==> config.mk <==
export PLATFORM = sky130hd
export DESIGN_NAME = if_fetch_ctrl_flat
export DESIGN_NICKNAME = d
export VERILOG_FILES = /design/src/rtl/if_fetch_ctrl_if.sv /design/src/rtl/if_fetch_ctrl.sv /design/src/flat_wrapper.sv
export SDC_FILE = /design/constraint.sdc
export NUM_CORES = 1
export LEC_CHECK = 0
export CAP_MARGIN = 20
export CORE_MARGIN = 2
export CORE_UTILIZATION = 37
export DETAILED_ROUTE_END_ITERATION = 16
export GPL_ROUTABILITY_DRIVEN = 0
export GPL_TIMING_DRIVEN = 0
export PLACE_DENSITY = 0.8
export SYNTH_ARGS = -nofsm -noshare
export SYNTH_HDL_FRONTEND = slang
export SYNTH_SLANG_ARGS = --single-unit
==> constraint.sdc <==
create_clock -name clk -period 1.86 [get_ports clk]
set_input_delay 0.372 -clock clk [delete_from_list [all_inputs] [get_ports clk]]
set_output_delay 0.372 -clock clk [all_outputs]
set_load 0.03 [all_outputs]
==> src/rtl/if_fetch_ctrl_if.sv <==
// Bundle between the IF-stage sequencing controller and its pipeline neighbours.
// slave = controller side, master = hazard unit / EXE / IF stage side.
interface if_fetch_ctrl_if;
  localparam int unsigned ADDR_W = 32;
  localparam int unsigned CNT_W  = 16;

  logic              hazard_detected;
  logic              mem_stall;
  logic              branch_taken_in;
  logic [ADDR_W-1:0] branch_addr_in;
  logic              stat_clear;

  logic              freeze_pc;
  logic              branch_taken_out;
  logic [ADDR_W-1:0] branch_addr_out;
  logic              freeze_if_id;
  logic              flush_if_id;
  logic              flush_id_ex;
  logic              fetch_valid;
  logic [CNT_W-1:0]  stall_count;
  logic [1:0]        ctrl_state;

  modport slave (
    input  hazard_detected, mem_stall, branch_taken_in, branch_addr_in, stat_clear,
    output freeze_pc, branch_taken_out, branch_addr_out, freeze_if_id,
           flush_if_id, flush_id_ex, fetch_valid, stall_count, ctrl_state
  );

  modport master (
    output hazard_detected, mem_stall, branch_taken_in, branch_addr_in, stat_clear,
    input  freeze_pc, branch_taken_out, branch_addr_out, freeze_if_id,
           flush_if_id, flush_id_ex, fetch_valid, stall_count, ctrl_state
  );
endinterface

==> src/rtl/if_fetch_ctrl.sv <==
// Instruction-fetch sequencing controller: boot hold, imem wait states, load-use
// and MEM stalls, EXE branch redirects, plus a saturating stall-cycle counter.
module if_fetch_ctrl #(
  parameter int unsigned RESET_HOLD = 2,
  parameter int unsigned IMEM_WAIT  = 0
) (
  input logic           clk,
  input logic           rst,
  if_fetch_ctrl_if.slave bus
);
  localparam int unsigned CNT_W = 16;

  localparam logic [1:0] S_BOOT  = 2'd0;
  localparam logic [1:0] S_RUN   = 2'd1;
  localparam logic [1:0] S_IWAIT = 2'd2;

  localparam logic [3:0]       BOOT_LAST  = 4'(RESET_HOLD - 1);
  localparam logic [2:0]       WAIT_LOAD  = 3'(IMEM_WAIT);
  localparam logic [1:0]       FETCH_NEXT = (IMEM_WAIT == 0) ? S_RUN : S_IWAIT;
  localparam logic [CNT_W-1:0] CNT_MAX    = {CNT_W{1'b1}};

  logic [1:0]       state, state_nx;
  logic [3:0]       boot_cnt, boot_nx;
  logic [2:0]       wait_cnt, wait_nx;
  logic [CNT_W-1:0] stall_cnt;

  logic fz_pc, br_out, fz_ifid, fl_ifid, fl_idex, f_valid, stall_inc;

  // State and counters
  always_ff @(posedge clk or negedge rst) begin
    if (!rst) begin
      state     <= S_BOOT;
      boot_cnt  <= '0;
      wait_cnt  <= '0;
      stall_cnt <= '0;
    end else begin
      state    <= state_nx;
      boot_cnt <= boot_nx;
      wait_cnt <= wait_nx;
      if (bus.stat_clear)
        stall_cnt <= '0;
      else if (stall_inc && (stall_cnt != CNT_MAX))
        stall_cnt <= stall_cnt + CNT_W'(1);
    end
  end

  // Next state and event arbitration: mem_stall > branch > hazard > memory wait
  always_comb begin
    state_nx = state;
    boot_nx  = boot_cnt;
    wait_nx  = wait_cnt;
    fz_pc    = 1'b0;
    br_out   = 1'b0;
    fz_ifid  = 1'b0;
    fl_ifid  = 1'b0;
    fl_idex  = 1'b0;
    f_valid  = 1'b0;

    case (state)
      S_BOOT: begin
        fz_pc   = 1'b1;
        fl_ifid = 1'b1;
        boot_nx = boot_cnt + 4'd1;
        if (boot_cnt == BOOT_LAST) begin
          state_nx = FETCH_NEXT;
          wait_nx  = WAIT_LOAD;
        end
      end
      S_RUN, S_IWAIT: begin
        if (bus.mem_stall) begin
          fz_pc   = 1'b1;
          fz_ifid = 1'b1;
        end else if (bus.branch_taken_in) begin
          br_out   = 1'b1;
          fl_ifid  = 1'b1;
          fl_idex  = 1'b1;
          state_nx = FETCH_NEXT;
          wait_nx  = WAIT_LOAD;
        end else if (bus.hazard_detected) begin
          fz_pc   = 1'b1;
          fz_ifid = 1'b1;
          fl_idex = 1'b1;
        end else if (state == S_RUN) begin
          f_valid  = 1'b1;
          state_nx = FETCH_NEXT;
          wait_nx  = WAIT_LOAD;
        end else begin
          fz_pc   = 1'b1;
          wait_nx = wait_cnt - 3'd1;
          if (wait_cnt == 3'd1)
            state_nx = S_RUN;
        end
      end
      default: begin
        fz_pc    = 1'b1;
        fl_ifid  = 1'b1;
        state_nx = S_BOOT;
      end
    endcase

    stall_inc = ((state == S_RUN) || (state == S_IWAIT)) && fz_pc;
  end

  assign bus.freeze_pc        = fz_pc;
  assign bus.branch_taken_out = br_out;
  assign bus.branch_addr_out  = bus.branch_addr_in;
  assign bus.freeze_if_id     = fz_ifid;
  assign bus.flush_if_id      = fl_ifid;
  assign bus.flush_id_ex      = fl_idex;
  assign bus.fetch_valid      = f_valid;
  assign bus.stall_count      = stall_cnt;
  assign bus.ctrl_state       = state;
endmodule
==> src/flat_wrapper.sv <==
// flat-port wrapper written by rule: the top's interface ports become plain ports
module if_fetch_ctrl_flat 
#(
  parameter int unsigned RESET_HOLD = 2,
  parameter int unsigned IMEM_WAIT  = 0
)
  (clk, rst, bus_hazard_detected, bus_mem_stall, bus_branch_taken_in, bus_branch_addr_in, bus_stat_clear, bus_freeze_pc, bus_branch_taken_out, bus_branch_addr_out, bus_freeze_if_id, bus_flush_if_id, bus_flush_id_ex, bus_fetch_valid, bus_stall_count, bus_ctrl_state);
  if_fetch_ctrl_if bus_i ();
  input logic clk;
  input logic rst;
  input wire logic [$bits(bus_i.hazard_detected)-1:0] bus_hazard_detected;
  input wire logic [$bits(bus_i.mem_stall)-1:0] bus_mem_stall;
  input wire logic [$bits(bus_i.branch_taken_in)-1:0] bus_branch_taken_in;
  input wire logic [$bits(bus_i.branch_addr_in)-1:0] bus_branch_addr_in;
  input wire logic [$bits(bus_i.stat_clear)-1:0] bus_stat_clear;
  output wire logic [$bits(bus_i.freeze_pc)-1:0] bus_freeze_pc;
  output wire logic [$bits(bus_i.branch_taken_out)-1:0] bus_branch_taken_out;
  output wire logic [$bits(bus_i.branch_addr_out)-1:0] bus_branch_addr_out;
  output wire logic [$bits(bus_i.freeze_if_id)-1:0] bus_freeze_if_id;
  output wire logic [$bits(bus_i.flush_if_id)-1:0] bus_flush_if_id;
  output wire logic [$bits(bus_i.flush_id_ex)-1:0] bus_flush_id_ex;
  output wire logic [$bits(bus_i.fetch_valid)-1:0] bus_fetch_valid;
  output wire logic [$bits(bus_i.stall_count)-1:0] bus_stall_count;
  output wire logic [$bits(bus_i.ctrl_state)-1:0] bus_ctrl_state;
  assign bus_i.hazard_detected = bus_hazard_detected;
  assign bus_i.mem_stall = bus_mem_stall;
  assign bus_i.branch_taken_in = bus_branch_taken_in;
  assign bus_i.branch_addr_in = bus_branch_addr_in;
  assign bus_i.stat_clear = bus_stat_clear;
  assign bus_freeze_pc = bus_i.freeze_pc;
  assign bus_branch_taken_out = bus_i.branch_taken_out;
  assign bus_branch_addr_out = bus_i.branch_addr_out;
  assign bus_freeze_if_id = bus_i.freeze_if_id;
  assign bus_flush_if_id = bus_i.flush_if_id;
  assign bus_flush_id_ex = bus_i.flush_id_ex;
  assign bus_fetch_valid = bus_i.fetch_valid;
  assign bus_stall_count = bus_i.stall_count;
  assign bus_ctrl_state = bus_i.ctrl_state;
  if_fetch_ctrl #(.RESET_HOLD(RESET_HOLD), .IMEM_WAIT(IMEM_WAIT)) u_core (.clk(clk), .rst(rst), .bus(bus_i));
endmodule
==> results of run 1 <==
[where the power goes]
group	leakage, nW	internal (mW)	total [mW]	switching, mW
Clock	0.0228	0.153	0.300	0.148
Sequential	0.280	0.461	0.469	0.00851
Combinational	0.726	0.146	0.320	0.174
Total	1.03	0.760	1.09	0.330
[flip-flops by register name (all words and copies together), names as in the netlist]
name	flops
u_core.bus.stall_count	16
u_core.boot_cnt	4
u_core.bus.ctrl_state	1
[timing repair]
item	CTS	global route
buffers inserted	1	0
gates resized for setup	33	11
pin swaps	1	1
endpoints found under the setup margin	13	12
[through the flow]
step	TNS (ps)	utilization
finish	0	0.5759
global route	-246.2	0.5759
CTS	0	0.5734
detailed placement	-7237	0.5524
global placement	-6835	0.5524
floorplan	0	-
[Yosys cell counts, types with 4 or more instances]
| cell type | n | area share |
|---|---|---|
| a21oi_1 | 8 | 0.026 |
| buf_4 | 33 | 0.16 |
| dfrtp_1 | 21 | 0.34 |
| inv_1 | 8 | 0.019 |
| nand2_1 | 17 | 0.041 |
| nand3_1 | 6 | 0.019 |
| nand4_1 | 6 | 0.024 |
| nor2_1 | 9 | 0.022 |
| nor2b_1 | 4 | 0.016 |
| nor4_1 | 4 | 0.016 |
| o21ai_0 | 6 | 0.019 |
| o31ai_1 | 4 | 0.019 |
| or4_1 | 4 | 0.019 |
[metal layers]
layer,up-vias,wire (um),track usage
met2,65,1887,0.2680
met3,5,283,0.02110
li1,726,-,-
met5,-,0,0
met4,0,46,0.05500
met1,694,1617,0.2140
[cells by family (layout without fill, tap and decap cells)]
group | after synthesis | after routing | synth area share
compound gates | 29 | 29 | 0.1408
mux | 5 | 5 | 0.03560
xor+xnor | 3 | 3 | 0.01699
other cells | 1 | 1 | 0.002425
simple gates | 67 | 67 | 0.2468
flops | 21 | 21 | 0.3398
fa+ha+maj | 3 | 3 | 0.02427
buf+inv | 46 | 111 | 0.1934
[area by class of cell]
type / count / area share
Buffer: 38 / 0.1206
Inverter: 8 / 0.01304
Clock buffer: 4 / 0.01955
Multi-Input combinational cell: 108 / 0.3308
Timing Repair Buffer: 61 / 0.2602
Sequential cell: 21 / 0.2287
Tap cell: 50 / 0.02716
[worst min path at each step]
stage          depth (start not counted)  slack (ps)                              to                            from
6_report                               1         480  u_core.boot_cnt[3]$_DFFE_PN0N_  u_core.boot_cnt[3]$_DFFE_PN0N_
5_1_grt                                1         490  u_core.boot_cnt[3]$_DFFE_PN0N_  u_core.boot_cnt[3]$_DFFE_PN0N_
4_1_cts                                1         490  u_core.boot_cnt[3]$_DFFE_PN0N_  u_core.boot_cnt[3]$_DFFE_PN0N_
3_5_place_dp                           1         480  u_core.boot_cnt[3]$_DFFE_PN0N_  u_core.boot_cnt[3]$_DFFE_PN0N_
3_3_place_gp                           1         460  u_core.boot_cnt[3]$_DFFE_PN0N_  u_core.boot_cnt[3]$_DFFE_PN0N_
2_1_floorplan                          0          80  u_core.boot_cnt[0]$_DFFE_PN0N_                             rst
==> impl_metrics.csv, run 1 <==
group,metric,value,unit
drt,vias_per_cell,5.138,
clocking,cts.clk_slew.worst_paths,80,ps
synthesis,ys_ff_latch,21,
timing,post-route-min-period,1825,ps
timing,hold_slack,481.4,ps
drt,drt.antenna.violating_nets,0,
critical_path,cp_num_buf_inv,1,
drt,num_vias,1490,
synthesis,yosys_warnings,0,
critical_path,cp_cell_sequence,"clkdlybuf4s50_1",
timing,hold_violations,0,
critical_path,start_kind,"flip-flop",
critical_path,ff2ff_path_depth,4,
critical_path,path_max_fanout,8,
global_route,grt_max_degree,22,
final_layout,nets,282,
placed_design,placed_area,2210,um2
pwr,p_leak,1.028,nW
critical_path,startpoint,"u_core.bus.stall_count[8]$_DFFE_PN0P_",
final_layout,final_common_cell,"clkdlybuf4s50_1",
clocking,htree_num_levels,1,
placed_design,io_buffers,60,
final_layout,finalInstanceArea,2303,um2
synthesis,ys.flop_type,"dfrtp_1",
global_route,grt_antenna_before_repair,0,
drt,drc,0,
placed_design,dpl.cell_count,285,
die,die_w,68.65,um
global_route,grt_pass1_wl,5.802,mm
timing,rsz0062_at_grt,"true",
pwr,power_density,473.2,nW/um2
drt,first_iter_violations,29,
critical_path,path_depth,1,
timing,slew_viol_final,0,
placed_design,hpwlAfterDp,2.837,mm
critical_path,crit_required,1490,ps
critical_path,rr_endpoint,"u_core.bus.stall_count[14]$_DFFE_PN0P_",
synthesis,synthArstFlopShare,1.000,
clocking,clockBufferDepth,2,
die,die_h,68.65,um
die,die_area,4713,um2
drt,firstDrtPassIters,4,
timing,min_period_over_period,0.9812,
final_layout,drive_gt1_frac,0.2583,
pwr,vdd_drop_max,221.5,uV
critical_path,r2r_slack,50,ps
global_route,grt-ovfl-total,0,
placed_design,post-place-ws,-870.3,ps
synthesis,syn_nets,216,
pwr,totalPowerFinal,1.090,mW
flow_run,maxCapViolations,0,
clocking,cts_hold_buffers,0,
synthesis,synth-edff-count,0,
clocking,clock-sinks,21,
hold_path,hold_class,"flip-flop to flip-flop",
timing,setup_violations,0,
final_layout,fin_cells,290,
clocking,numCtsBuffers,3,
critical_path,slowest_delay,710,ps
die,core_area,4000,um2
critical_path,path_class,"flip-flop to output port",
clocking,root_buffer,"clkbuf_8",
die,ioPinCount,94,
synthesis,netlist_instances,175,
final_layout,antennaDiodeCount,0,
final_layout,syn_to_final_growth,48.95,%
timing,tightestPinTransition,980.9,ps
final_layout,fillers,370,
synthesis,avgSynthCellArea,8.837,um2
clocking,cts_tree,"done",
critical_path,cp.arrival,1450,ps
timing,worst_slack,34.97,ps
timing,fmax,547.9,MHz
drt,wl,3.834,mm
final_layout,mostFrequentLayoutCells,"47 x clkdlybuf4s50_1, 35 x buf_4, 20 x dfrtp_1, 17 x nand2_1, 9 x nor2_1",
critical_path,crit_slowest_cell,"clkdlybuf4s50_1",
synthesis,ys_seq_area_frac,0.3398,
die,initial_utilization,0.3866,
global_route,track_usage,0.1609,
synthesis,syn_area,1546,um2
run_status,status,"finished, final reports clean",
final_layout,multiInputGateArea,762.0,um2
drt,wl_per_cell,13.22,um
critical_path,cp_top_family,"buffers and inverters",
final_layout,seqCellArea,526.8,um2
timing,slew_headroom,0.3440,
timing,fin_skew,8.377,ps
critical_path,endpoint_kind,"output port",
clocking,worstSkewPairLatency,260,ps
global_route,grt_pass1_vias,1308,
critical_path,r2r-start,"u_core.bus.stall_count[3]$_DFFE_PN0P_",
synthesis,synth.distinct_cells,41,
die,rows,23,
critical_path,crit_path_end,"bus_stall_count[8]",
(Power assumes the default switching activity.)
==> run 2, diff against run 1 <==
- CAP_MARGIN: 20 -> unset
==> results of run 2 <==
Final layout, timing and power as in run 1 (identical DEF).
